`src/rtl/bin_to_bcd_if.sv`:
```
// Bundle of control, data and result signals for bin_to_bcd_display.
//   master: requester side (drives start/bin/lz_en, reads results)
//   slave : converter side (reads request, drives busy/done/digits/blank)
interface bin_to_bcd_if #(
  parameter int IN_WIDTH = 16,
  parameter int DIGITS   = 5
);
  logic                  start;
  logic [IN_WIDTH-1:0]   bin;
  logic                  lz_en;
  logic                  busy;
  logic                  done;
  logic [4*DIGITS-1:0]   digits;
  logic [DIGITS-1:0]     blank;

  modport master (output start, bin, lz_en, input busy, done, digits, blank);
  modport slave  (input start, bin, lz_en, output busy, done, digits, blank);
endinterface

```
`src/rtl/bin_to_bcd_display.sv`:
```
// Sequential double-dabble binary -> BCD converter with leading-zero blanking,
// feeding per-digit 7-segment decoders. Results are registered and held
// between conversions.
//   clk        rising-edge clock
//   rst        synchronous active-high reset
//   bus.start  conversion request (sampled only while idle)
//   bus.bin    unsigned input, captured on the accept cycle
//   bus.lz_en  1 = blank leading zeros (sampled in FINISH)
//   bus.busy   conversion in progress
//   bus.done   one-cycle pulse when digits/blank update
//   bus.digits BCD result, digit 0 in [3:0]
//   bus.blank  per-digit blank flag (1 = display off)
module bin_to_bcd_display #(
  parameter int IN_WIDTH = 16,
  parameter int DIGITS   = 5
) (
  input  logic         clk,
  input  logic         rst,
  bin_to_bcd_if.slave  bus
);
  localparam int SW = 4 * DIGITS;
  localparam int CW = $clog2(IN_WIDTH + 1);

  typedef enum logic [1:0] {IDLE, CONV, FINISH} state_e;

  state_e              state_q, state_d;
  logic [IN_WIDTH-1:0] shreg_q, shreg_d;
  logic [SW-1:0]       scratch_q, scratch_d;
  logic [CW-1:0]       cnt_q, cnt_d;
  logic                busy_q, busy_d;
  logic                done_q, done_d;
  logic [SW-1:0]       digits_q, digits_d;
  logic [DIGITS-1:0]   blank_q, blank_d;

  logic [SW-1:0]       adj;
  logic [DIGITS-1:0]   blank_calc;
  logic                zero_above;

  always_comb begin
    state_d   = state_q;
    shreg_d   = shreg_q;
    scratch_d = scratch_q;
    cnt_d     = cnt_q;
    busy_d    = busy_q;
    done_d    = 1'b0;
    digits_d  = digits_q;
    blank_d   = blank_q;

    // Add-3 correction on every digit, applied before the shift.
    adj = scratch_q;
    for (int i = 0; i < DIGITS; i++) begin
      if (adj[4*i +: 4] >= 4'd5) adj[4*i +: 4] = adj[4*i +: 4] + 4'd3;
    end

    // Digit i is blank when it and every higher digit are zero; digit 0 never
    // blanks so a zero value still shows one "0".
    blank_calc = '0;
    zero_above = 1'b1;
    for (int i = DIGITS - 1; i >= 1; i--) begin
      zero_above    = zero_above && (scratch_q[4*i +: 4] == 4'd0);
      blank_calc[i] = bus.lz_en && zero_above;
    end

    case (state_q)
      IDLE: begin
        if (bus.start) begin
          shreg_d   = bus.bin;
          scratch_d = '0;
          cnt_d     = '0;
          busy_d    = 1'b1;
          state_d   = CONV;
        end
      end
      CONV: begin
        {scratch_d, shreg_d} = {adj[SW-2:0], shreg_q, 1'b0};
        cnt_d = cnt_q + 1'b1;
        if (cnt_q == CW'(IN_WIDTH - 1)) state_d = FINISH;
      end
      FINISH: begin
        digits_d = scratch_q;
        blank_d  = blank_calc;
        done_d   = 1'b1;
        busy_d   = 1'b0;
        state_d  = IDLE;
      end
      default: state_d = IDLE;
    endcase
  end

  always_ff @(posedge clk) begin
    if (rst) begin
      state_q   <= IDLE;
      shreg_q   <= '0;
      scratch_q <= '0;
      cnt_q     <= '0;
      busy_q    <= 1'b0;
      done_q    <= 1'b0;
      digits_q  <= '0;
      blank_q   <= '1;
    end else begin
      state_q   <= state_d;
      shreg_q   <= shreg_d;
      scratch_q <= scratch_d;
      cnt_q     <= cnt_d;
      busy_q    <= busy_d;
      done_q    <= done_d;
      digits_q  <= digits_d;
      blank_q   <= blank_d;
    end
  end

  assign bus.busy   = busy_q;
  assign bus.done   = done_q;
  assign bus.digits = digits_q;
  assign bus.blank  = blank_q;
endmodule

```
`src/flat_wrapper.sv`:
```
// flat-port wrapper written by rule: the top's interface ports become plain ports
module bin_to_bcd_display_flat 
#(
  parameter int IN_WIDTH = 16,
  parameter int DIGITS   = 5
)
  (clk, rst, bus_start, bus_bin, bus_lz_en, bus_busy, bus_done, bus_digits, bus_blank);
  bin_to_bcd_if #(.IN_WIDTH(IN_WIDTH), .DIGITS(DIGITS)) bus_i ();
  input  logic clk;
  input  logic rst;
  input wire logic [$bits(bus_i.start)-1:0] bus_start;
  input wire logic [$bits(bus_i.bin)-1:0] bus_bin;
  input wire logic [$bits(bus_i.lz_en)-1:0] bus_lz_en;
  output wire logic [$bits(bus_i.busy)-1:0] bus_busy;
  output wire logic [$bits(bus_i.done)-1:0] bus_done;
  output wire logic [$bits(bus_i.digits)-1:0] bus_digits;
  output wire logic [$bits(bus_i.blank)-1:0] bus_blank;
  assign bus_i.start = bus_start;
  assign bus_i.bin = bus_bin;
  assign bus_i.lz_en = bus_lz_en;
  assign bus_busy = bus_i.busy;
  assign bus_done = bus_i.done;
  assign bus_digits = bus_i.digits;
  assign bus_blank = bus_i.blank;
  bin_to_bcd_display #(.IN_WIDTH(IN_WIDTH), .DIGITS(DIGITS)) u_core (.clk(clk), .rst(rst), .bus(bus_i));
endmodule
```
`config.mk`:
```
export PLATFORM = sky130hd
export DESIGN_NAME = bin_to_bcd_display_flat
export DESIGN_NICKNAME = d
export VERILOG_FILES = /design/src/rtl/bin_to_bcd_if.sv /design/src/rtl/bin_to_bcd_display.sv /design/src/flat_wrapper.sv
export SDC_FILE = /design/constraint.sdc
export NUM_CORES = 1
export LEC_CHECK = 0
export CORE_MARGIN = 5
export CORE_UTILIZATION = 43
export CTS_CLUSTER_DIAMETER = 150
export CTS_CLUSTER_SIZE = 10
export DETAILED_ROUTE_END_ITERATION = 6
export PLACE_DENSITY = 0.68
export SLEW_MARGIN = 20
export SYNTH_ARGS = -nofsm -noshare
export SYNTH_HDL_FRONTEND = slang
export SYNTH_SLANG_ARGS = --single-unit
```
`constraint.sdc`:
```
create_clock -name clk -period 1.4 [get_ports clk]
set_input_delay 0.28 -clock clk [delete_from_list [all_inputs] [get_ports clk]]
set_output_delay 0.28 -clock clk [all_outputs]
set_load 0.005 [all_outputs]
```
Word level (Yosys, flattened, before mapping)
Cells that the tools add are included.

cells by class
  add/subtract/negate cells = 6
  $lt $le $gt $ge = 5
  equality and inequality tests = 5
  multiplexer cells = 17
  reduce and logical (&&, ||, !) cells = 17

operators by type and width
  kind                 number
  $pmux 20 s2          1
  $pmux 16 s2          1
  $ge 4x3->1 const B   5
  $mux 20              1
  $add 4x2->4 const B  4
  $logic_not 4->1      4
  $mux 16              1
  $mux 4               4
  $pmux 5 s2           1
  $logic_and 1x1->1    7
  $reduce_and 2->1     3
  $add 5x1->5 const B  1
  $eq 5x4->1 const B   1
  $mux 5               1
  $mux 2               2
  $pmux 2 s2           1
  $reduce_bool 2->1    2
  $add 3x2->3 const B  1
  $mux 3               1
  $eq 2x1->1 const B   1
  $eq 2x2->1 const B   1
  $logic_not 2->1      1
  $mux 1               2
  $ne 2x1->1 const B   1
  other kinds (2)      2

storage, ports and cells
  bits in registers = 70
  input bits = 20
  output and inout port bits = 27
  logic and storage cells = 58

Depth between registers and ports, before layout
Gate-level depths: netlist of run 1.

  word-level depth = 5
  gate-level depth with buffers = 6
  mapped depth without buffers = 6

Worst setup path before layout of run 1
Ideal clock, no wire load.

  path kind = flip-flop to flip-flop
  start = reg u_core.scratch_q[9]
  end = reg u_core.scratch_q[10]
  arrival time = 1,301 ps
  data required time = 1,283 ps
  path slack = -18 ps
  cell stages (with the launch flop) = 7
  cells stage by stage = dfxtp_1 > inv_1 > ha_1 > nand2b_1 > a21oi_1 > mux2i_1 > a22o_1

on the way
  longest elaborated chain between the ends = 3
  elaborated cells between the ends (all ways) = 4

RTL lines
  element                                           line                       RTL
  from (decl)                                       bin_to_bcd_display.sv:28   logic [SW-1:0] scratch_q, scratch_d;
  from (signal assigned)                            bin_to_bcd_display.sv:103  scratch_q <= scratch_d;
  $add 4x2->4 / $ge 4x3->1 (equally long branches)  bin_to_bcd_display.sv:52   if (adj[4*i +: 4] >= 4'd5) adj[4*i +: 4] = adj[4*i +: 4] + 4'd3;
  $mux 4 *                                          bin_to_bcd_display.sv:52
  $pmux 20 s2 *                                     bin_to_bcd_display.sv:64   case (state_q)

Mark *: on every way between the ends. The rest lies on a longest branch, timed or not.
A chain may end at the register's enable or synchronous reset.

Final worst setup path of run 1
  start = reg u_core.cnt_q[0]
  end = reg u_core.cnt_q[4]

on the way
  longest elaborated chain between the ends = 2

RTL lines
  element                 line                       RTL
  from (decl)             bin_to_bcd_display.sv:29   logic [CW-1:0] cnt_q, cnt_d;
  from (signal assigned)  bin_to_bcd_display.sv:104  cnt_q <= cnt_d;
  $add 5x1->5             bin_to_bcd_display.sv:76   cnt_d = cnt_q + 1'b1;
  $pmux 5 s2              bin_to_bcd_display.sv:64

No other way between the ends.

==> metrics.yaml, run 1 <==
synth_area_leaders: "dfxtp_1 (45%), nor2_1 (6.6%), ha_1 (6.4%)"
path_clk_slew_ns: 0.07
p_comb_share_pct: 8.3
core_area_um2: 7140
worstPathArrival_ns: 1.57
cts_max_path_buffers: 2
grt_start_max_net_pins: 23
finalClockSkew_ns: 0.00678
htreeDepth: 3
fmax_mhz: 750
fp-row-count: 31
p_switching_uw: 972
cts_buffers: 9
rrSetupSlack_ns: 0.07
globalplace.congestion: 0.771
grt_pass1_vias: 2416
via_count: 2571
synth_top_area_cell: "dfxtp_1"
synth_seq_cells: 70
antenna_cells: 0
synth-edff-count: 0
die_h_um: 95.1
finalNetCount: 465
cts_sinks: 70
ant_nets: 0
avgRoutedWirePerCell_um: 12.1
timing_hold_violations_final: 0
cp.required_ns: 1.64
drv_slew: 0
cts_root_buf: "clkbuf_8"
min_path_type: "in2reg"
antenna_found_initial: 0
ioPinCount: 47
grt-ovfl-total: 0
period_minus_slack_ns: 1.33
slew_headroom_pct: 80.2
fin_crit_sh_pct: 95.3
critPathKind: "reg2reg"
cp-end-kind: "flip-flop"
area_delta_synth_final_pct: 32.7
syn_nets: 393
finalSetupViolations: 0
cts_tree: "done"
async_flop_share_pct: 0
p_int_mw: 3.20
wl_mm: 6.47
port_buffers: 46
p_leak_nw: 1.70
netlist_area_um2: 3110
grt_pass1_wl_mm: 11.0
via_per_inst: 4.82
rsz0062_at_grt: "true"
critPathLaunchType: "flip-flop"
drt_iter0_drc: 59
clkPwrFrac_pct: 41.9
powerDensity_nw_per_um2: 1010
yosysTopAreaCellShare_pct: 45.0
ys.flop_type: "dfxtp_1"
final_core_util_pct: 57.9
ir_worst_vdd_mv: 0.674
dieArea_um2: 9040
worstMarginPinSlew_ns: 0.295
synth.avg_cell_area_um2: 8.72
synth_seq_area_share_pct: 45.0
maxCapViolations: 0
finalSetupTns_ns: 0
worst-path-max-fanout: 4
grt_use_total_pct: 15.3
yosys_warnings: 0
synth_cell_types: 43
drtPass1Iterations: 4
final_layout_size_suffix_gt1_share_pct: 24.4
holdBufCountCts: 0
clock_latency_ns: 0.35
dp_hpwl_mm: 4.67
syn_inst: 357
route.detailed.drc: 0
chipWidth_um: 95.1
nFillCells: 686
status: "complete, no violations"
initial_utilization_pct: 43.6
p_sw_share_pct: 23.3
pwr-share-seq_pct: 49.8
==> cell type report <==
cell class / count / area [um2] / area share [%]
Timing Repair Buffer: 82 / 721 / 17.4
Tap cell: 99 / 124 / 3.00
Inverter: 12 / 46.3 / 1.12
Clock buffer: 9 / 124 / 3.00
Sequential cell: 70 / 1410 / 34.2
Clock inverter: 7 / 88.8 / 2.15
Multi-Input combinational cell: 254 / 1620 / 39.1
==> cells in the mapped netlist (2+ instances only) <==
master / number
buf_1: 4
mux2i_1: 5
o21ai_1: 6
nand2_1: 45
o31ai_1: 3
buf_6: 2
nor3_1: 5
nand3_1: 5
inv_1: 11
a21oi_1: 36
nand2b_1: 7
nor4_2: 8
xnor2_1: 5
nand4_1: 2
dfxtp_1: 70
buf_4: 4
nor2_1: 55
buf_2: 10
nor2_2: 12
a22oi_1: 2
o211ai_1: 3
o21ai_0: 2
a22o_1: 14
ha_1: 16
nor4_1: 7
==> placed cells by master, fill, tap and decap left out, types with 7 or more instances in the layout <==
cell type / synthesis / layout
a21oi_1: 36 / 32
a22o_1: 14 / 14
buf_4: 4 / 33
clkbuf_8: 0 / 9
clkdlybuf4s50_1: 0 / 18
dfxtp_1: 70 / 61
dfxtp_2: 0 / 9
dlygate4sd2_1: 0 / 27
ha_1: 16 / 12
nand2_1: 45 / 44
nor2_1: 55 / 55
nor2_2: 12 / 12
nor4_1: 7 / 7
nor4_2: 8 / 8
==> layer usage <==
metal  vias to the layer above  share of wire (%)  global-route usage [%]
met3                        10                4.0                    3.31
li1                       1353                  -                       -
met1                      1153                 46                    18.5
met2                        55                 49                    25.6
met5                         -                  0                       0
met4                         0                1.8                    7.21
==> state kept, by name (all words and copies together) (netlist names) <==
name	cells
u_core.cnt_q	5
u_core.bus.blank	5
u_core.bus.digits	20
u_core.scratch_q	20
u_core.shreg_q	16
u_core.bus.done	1
u_core.state_q	2
u_core.bus.busy	1
==> metrics by stage <==
step | hold slack, ns | area (um2) | worst slack [ns] | instances | power (mW)
finish | 0.349 | 4130 | 0.0661 | 533 | 4.17
global route | 0.369 | 4130 | -0.0131 | 533 | 4.37
CTS | 0.354 | 4050 | 0.0247 | 531 | 4.22
detailed placement | 0.441 | 3860 | -0.278 | 515 | 2.47
global placement | 0.436 | 3860 | -0.238 | 515 | 2.46
floorplan | 0.414 | 3130 | 0.0328 | 357 | 2.33
==> logic make-up (layout without fill, tap and decap cells) <==
logic type	after synthesis	after routing	synth area share, %
xor gates and xnor gates	6	6	1.69
AOI/OAI and AO/OA	70	70	14.2
buffers and inverters	33	110	5.38
and+or+nand+nor	156	156	25.4
DFF	70	70	45.0
muxes	6	6	1.97
adders and majority gates	16	16	6.43
==> power by group through the flow <==
stage	Clock (mW)	Sequential, mW	Combinational (mW)
final	1.75	2.08	0.345
after global routing	1.90	2.08	0.385
after CTS	1.80	2.08	0.343
after detailed placement	0	2.12	0.344
after global placement	0	2.12	0.339
after floorplan	0	2.11	0.218
==> worst paths after layout <==
check / end / from / depth (start not counted)
worst max-delay path: u_core.cnt_q[4] / u_core.cnt_q[0] / 6
worst min-delay path: u_core.state_q[1] / rst / 3
worst max register to register: u_core.cnt_q[4] / u_core.cnt_q[0] / 6
worst min register to register: u_core.bus.blank[0] / u_core.bus.blank[0] / 1
==> repair_timing <==
item	in CTS	in global routing
cloned	0	0
resized for setup	29	27
setup buffers	0	2
endpoints found under the setup margin	29	27
pin swaps	0	9
==> critical path, cell delays in order, from the launching register on <==
cell and delay [ns]:
dfxtp_1 0.34, ha_1 0.24, and3_1 0.19, ha_1 0.27, nor2_1 0.04, a21oi_1 0.11
nor2_1 0.05
No activity file was read; power rests on OpenSTA's default activity.
==> inputs of run 2 (changes only) <==
--- a/config.mk
+++ b/config.mk
@@ -11,7 +11,7 @@
 export CTS_CLUSTER_SIZE = 10
 export DETAILED_ROUTE_END_ITERATION = 6
 export PLACE_DENSITY = 0.68
-export SLEW_MARGIN = 20
+export SLEW_MARGIN = 0
 export SYNTH_ARGS = -nofsm -noshare
 export SYNTH_HDL_FRONTEND = slang
 export SYNTH_SLANG_ARGS = --single-unit
==> results of run 2 <==
Same layout as run 1: the final DEF is identical, and so are final timing and power.
==> inputs of run 3 (changes only) <==
--- a/config.mk
+++ b/config.mk
@@ -10,8 +10,8 @@
 export CTS_CLUSTER_DIAMETER = 150
 export CTS_CLUSTER_SIZE = 10
 export DETAILED_ROUTE_END_ITERATION = 6
+export HOLD_SLACK_MARGIN = 0.12
 export PLACE_DENSITY = 0.68
-export SLEW_MARGIN = 0
 export SYNTH_ARGS = -nofsm -noshare
 export SYNTH_HDL_FRONTEND = slang
 export SYNTH_SLANG_ARGS = --single-unit
==> results of run 3 <==
Same layout as run 1: the final DEF is identical, and so are final timing and power.
==> patch (config.mk and constraints of run 1) <==
The 3 states of `state_e` get a one-hot encoding in 3 bits.
--- a/src/rtl/bin_to_bcd_display.sv
+++ b/src/rtl/bin_to_bcd_display.sv
@@ -21,7 +21,7 @@
   localparam int SW = 4 * DIGITS;
   localparam int CW = $clog2(IN_WIDTH + 1);
 
-  typedef enum logic [1:0] {IDLE, CONV, FINISH} state_e;
+  typedef enum logic [2:0] {IDLE = 3'b001, CONV = 3'b010, FINISH = 3'b100} state_e;
 
   state_e              state_q, state_d;
   logic [IN_WIDTH-1:0] shreg_q, shreg_d;
Formal check against the unedited RTL: no difference found for any inputs over 10 cycles, from zero or initial values and one cycle with rst high; not proved beyond that.
==> patch against run 1 <==
The flow now finishes with violations (negative setup slack); global-route usage increased by 3.9 points; maximum frequency fell by 16%; sequential share of layout area shrank 4.0 points; utilization up 8.1 points; power shrank 1.1%; sequential power increased by 2%; wire length grew 38%; combinational power grew 73%; synthesized area up 2.1%; sequential cell count increased by 1; cell area increased by 15%; setup slack got worse by 250 ps; synthesized cell count is 2.2% higher; highest routed layer unchanged.
==> patch: results <==
group,metric,value,unit
place,place.port_buffers,46,
place,gpl.final_weighted_congestion,0.813,
run_status,violations_in_the_final_reports,"negative setup slack",
timing,layout_setup_ws,-183,ps
synthesis,synthTopCellsByArea,"sky130_fd_sc_hd__dfxtp_1, sky130_fd_sc_hd__a21oi_1, sky130_fd_sc_hd__nand2_1, sky130_fd_sc_hd__ha_1, sky130_fd_sc_hd__a211oi_2",
timing,totalNegativeSetupSlack,-3880,ps
route,drt_first_iter_violations,186,
grt,grt_use_total,19.2,%
cells_and_area,antennaDiodeCount,0,
grt,grt_pass1_wl,13700,um
cells_and_area,num-nets-final,500,
worst_setup_path,critical_path_maximum_fanout,2,
synthesis,post_synth_num_cell_types,40,
pwr,cellLeakagePower,1.94,nW
timing,timing_worst_slew_pin_value,318,ps
grt,grt_start_max_net_pins,26,
route,detail_routed_net_length_per_standard_cell,15.8,um
synthesis,synthArstFlopShare,0,%
route,route.vias.total,2980,
clock_tree,cts_htree_levels,3,
run_status,run_status,"complete, but fails checks",
clock_tree,cts_max_path_buffers,2,
clock_tree,cts.reportedPaths.clkPinSlew,70,ps
place,detailed_place.area,0.00400,mm2
place,place.detailed.hpwl,5030,um
synthesis,synth_warnings,0,
worst_setup_path,arrival,1870,ps
cells_and_area,drive_above_1_share,33.6,%
synthesis,ys_seq_area_share,44.7,%
timing,fin_skew,11.0,ps
clock_tree,cts_made_buffers,9,
route,firstDrtPassIters,7,
synthesis,synth.cells.most_frequent,"sky130_fd_sc_hd__dfxtp_1, sky130_fd_sc_hd__nand2_1, sky130_fd_sc_hd__a21oi_1, sky130_fd_sc_hd__nor2_1, sky130_fd_sc_hd__ha_1",
pwr,worst_ir_drop_vdd,0.484,mV
timing,finalSetupViolations,42,
grt,via_count_of_the_first_global_routing_pass,2856,
grt,grt_antenna_before_repair,0,
clock_tree,clock_tree.root_cell,"sky130_fd_sc_hd__clkbuf_8",
clock_tree,worstSkewPairLatency,350,ps
worst_hold_path,hold_path.class,"input pin to flip-flop",
synthesis,synthesis.nets,401,
-- patch: changes by cell type in the layout (fill, tap and decap cells not counted), sizes merged, moves of 4 or more --
cell | run 1 | this run
o21ai | 8 | 12
a211oi | 0 | 16
nor2 | 68 | 37
clkinv | 6 | 0
buf | 37 | 61
a22o | 14 | 10
clkbuf | 9 | 15
nand2 | 45 | 58
nor4 | 16 | 0
a21oi | 36 | 55
-- patch: cell type report --
type	count	area (um2)
clock buffer	13	149
timing repair buffer	108	1080
fill	579	2450
clock inverter	1	7.51
inverter	12	45.0
sequential	71	1440
tap	99	124
multi-input combinational	262	1920
-- patch: routing by layer --
| metal | up-vias | track usage, % | share of wire [%] |
|---|---|---|---|
| li1 | 1459 | - | - |
| met1 | 1440 | 24.8 | 44 |
| met2 | 66 | 31.0 | 51 |
| met3 | 15 | 3.44 | 3.7 |
| met4 | 0 | 8.53 | 1.7 |
| met5 | - | 0 | 0 |
-- patch: worst max-delay path: stages (launching register included) --
cell                       delay, ps
sky130_fd_sc_hd__dfxtp_2         330
sky130_fd_sc_hd__inv_2            70
sky130_fd_sc_hd__ha_4            130
sky130_fd_sc_hd__and4bb_2        260
sky130_fd_sc_hd__nand3_2         100
sky130_fd_sc_hd__or4b_4          500
sky130_fd_sc_hd__o21ai_2         130
-- patch: worst paths after layout --
check                                            from               endpoint  slack, ps  cells after the start
worst min-delay path                              rst    u_core.scratch_q[0]        300                      2
worst max register to register   u_core.scratch_q[16]    u_core.bus.blank[1]       -180                      6
worst max-delay path             u_core.scratch_q[16]    u_core.bus.blank[1]       -180                      6
worst min register to register  u_core.bus.digits[13]  u_core.bus.digits[13]        450                      2
-- patch: logic make-up after synthesis --
| family | Yosys count | share of synthesized area, % |
|---|---|---|
| mux | 6 | 1.89 |
| flops | 71 | 44.7 |
| simple gates | 129 | 19.3 |
| fa+ha+maj | 16 | 6.29 |
| buf+inv | 34 | 4.92 |
| compound gates | 102 | 21.0 |
| xor+xnor | 7 | 1.93 |
-- patch: metrics by stage --
step | hold WS, ps | instances | util (%) | power, mW | setup slack [ps]
final | 299 | 566 | 66.0 | 4.13 | -183
after global routing | 323 | 566 | 66.0 | 4.29 | -228
after CTS | 287 | 560 | 61.4 | 4.04 | -148
after detailed placement | 445 | 531 | 55.4 | 2.52 | -792
after global placement | 429 | 531 | 55.4 | 2.51 | -732
after floorplan | 421 | 365 | - | 2.39 | -58.6
-- patch: power by group --
group	internal, mW	total, mW	switching (mW)
sequential	2.07	2.12	0.0516
combinational	0.303	0.596	0.293
clock	0.675	1.41	0.733
total	3.05	4.13	1.08
-- patch: what timing repair did --
action                                  CTS  global route
gates cloned                              3             2
pin swaps                                32            14
buffers inserted                         12             6
endpoints found under the setup margin   82            65
gates resized for setup                  74            67
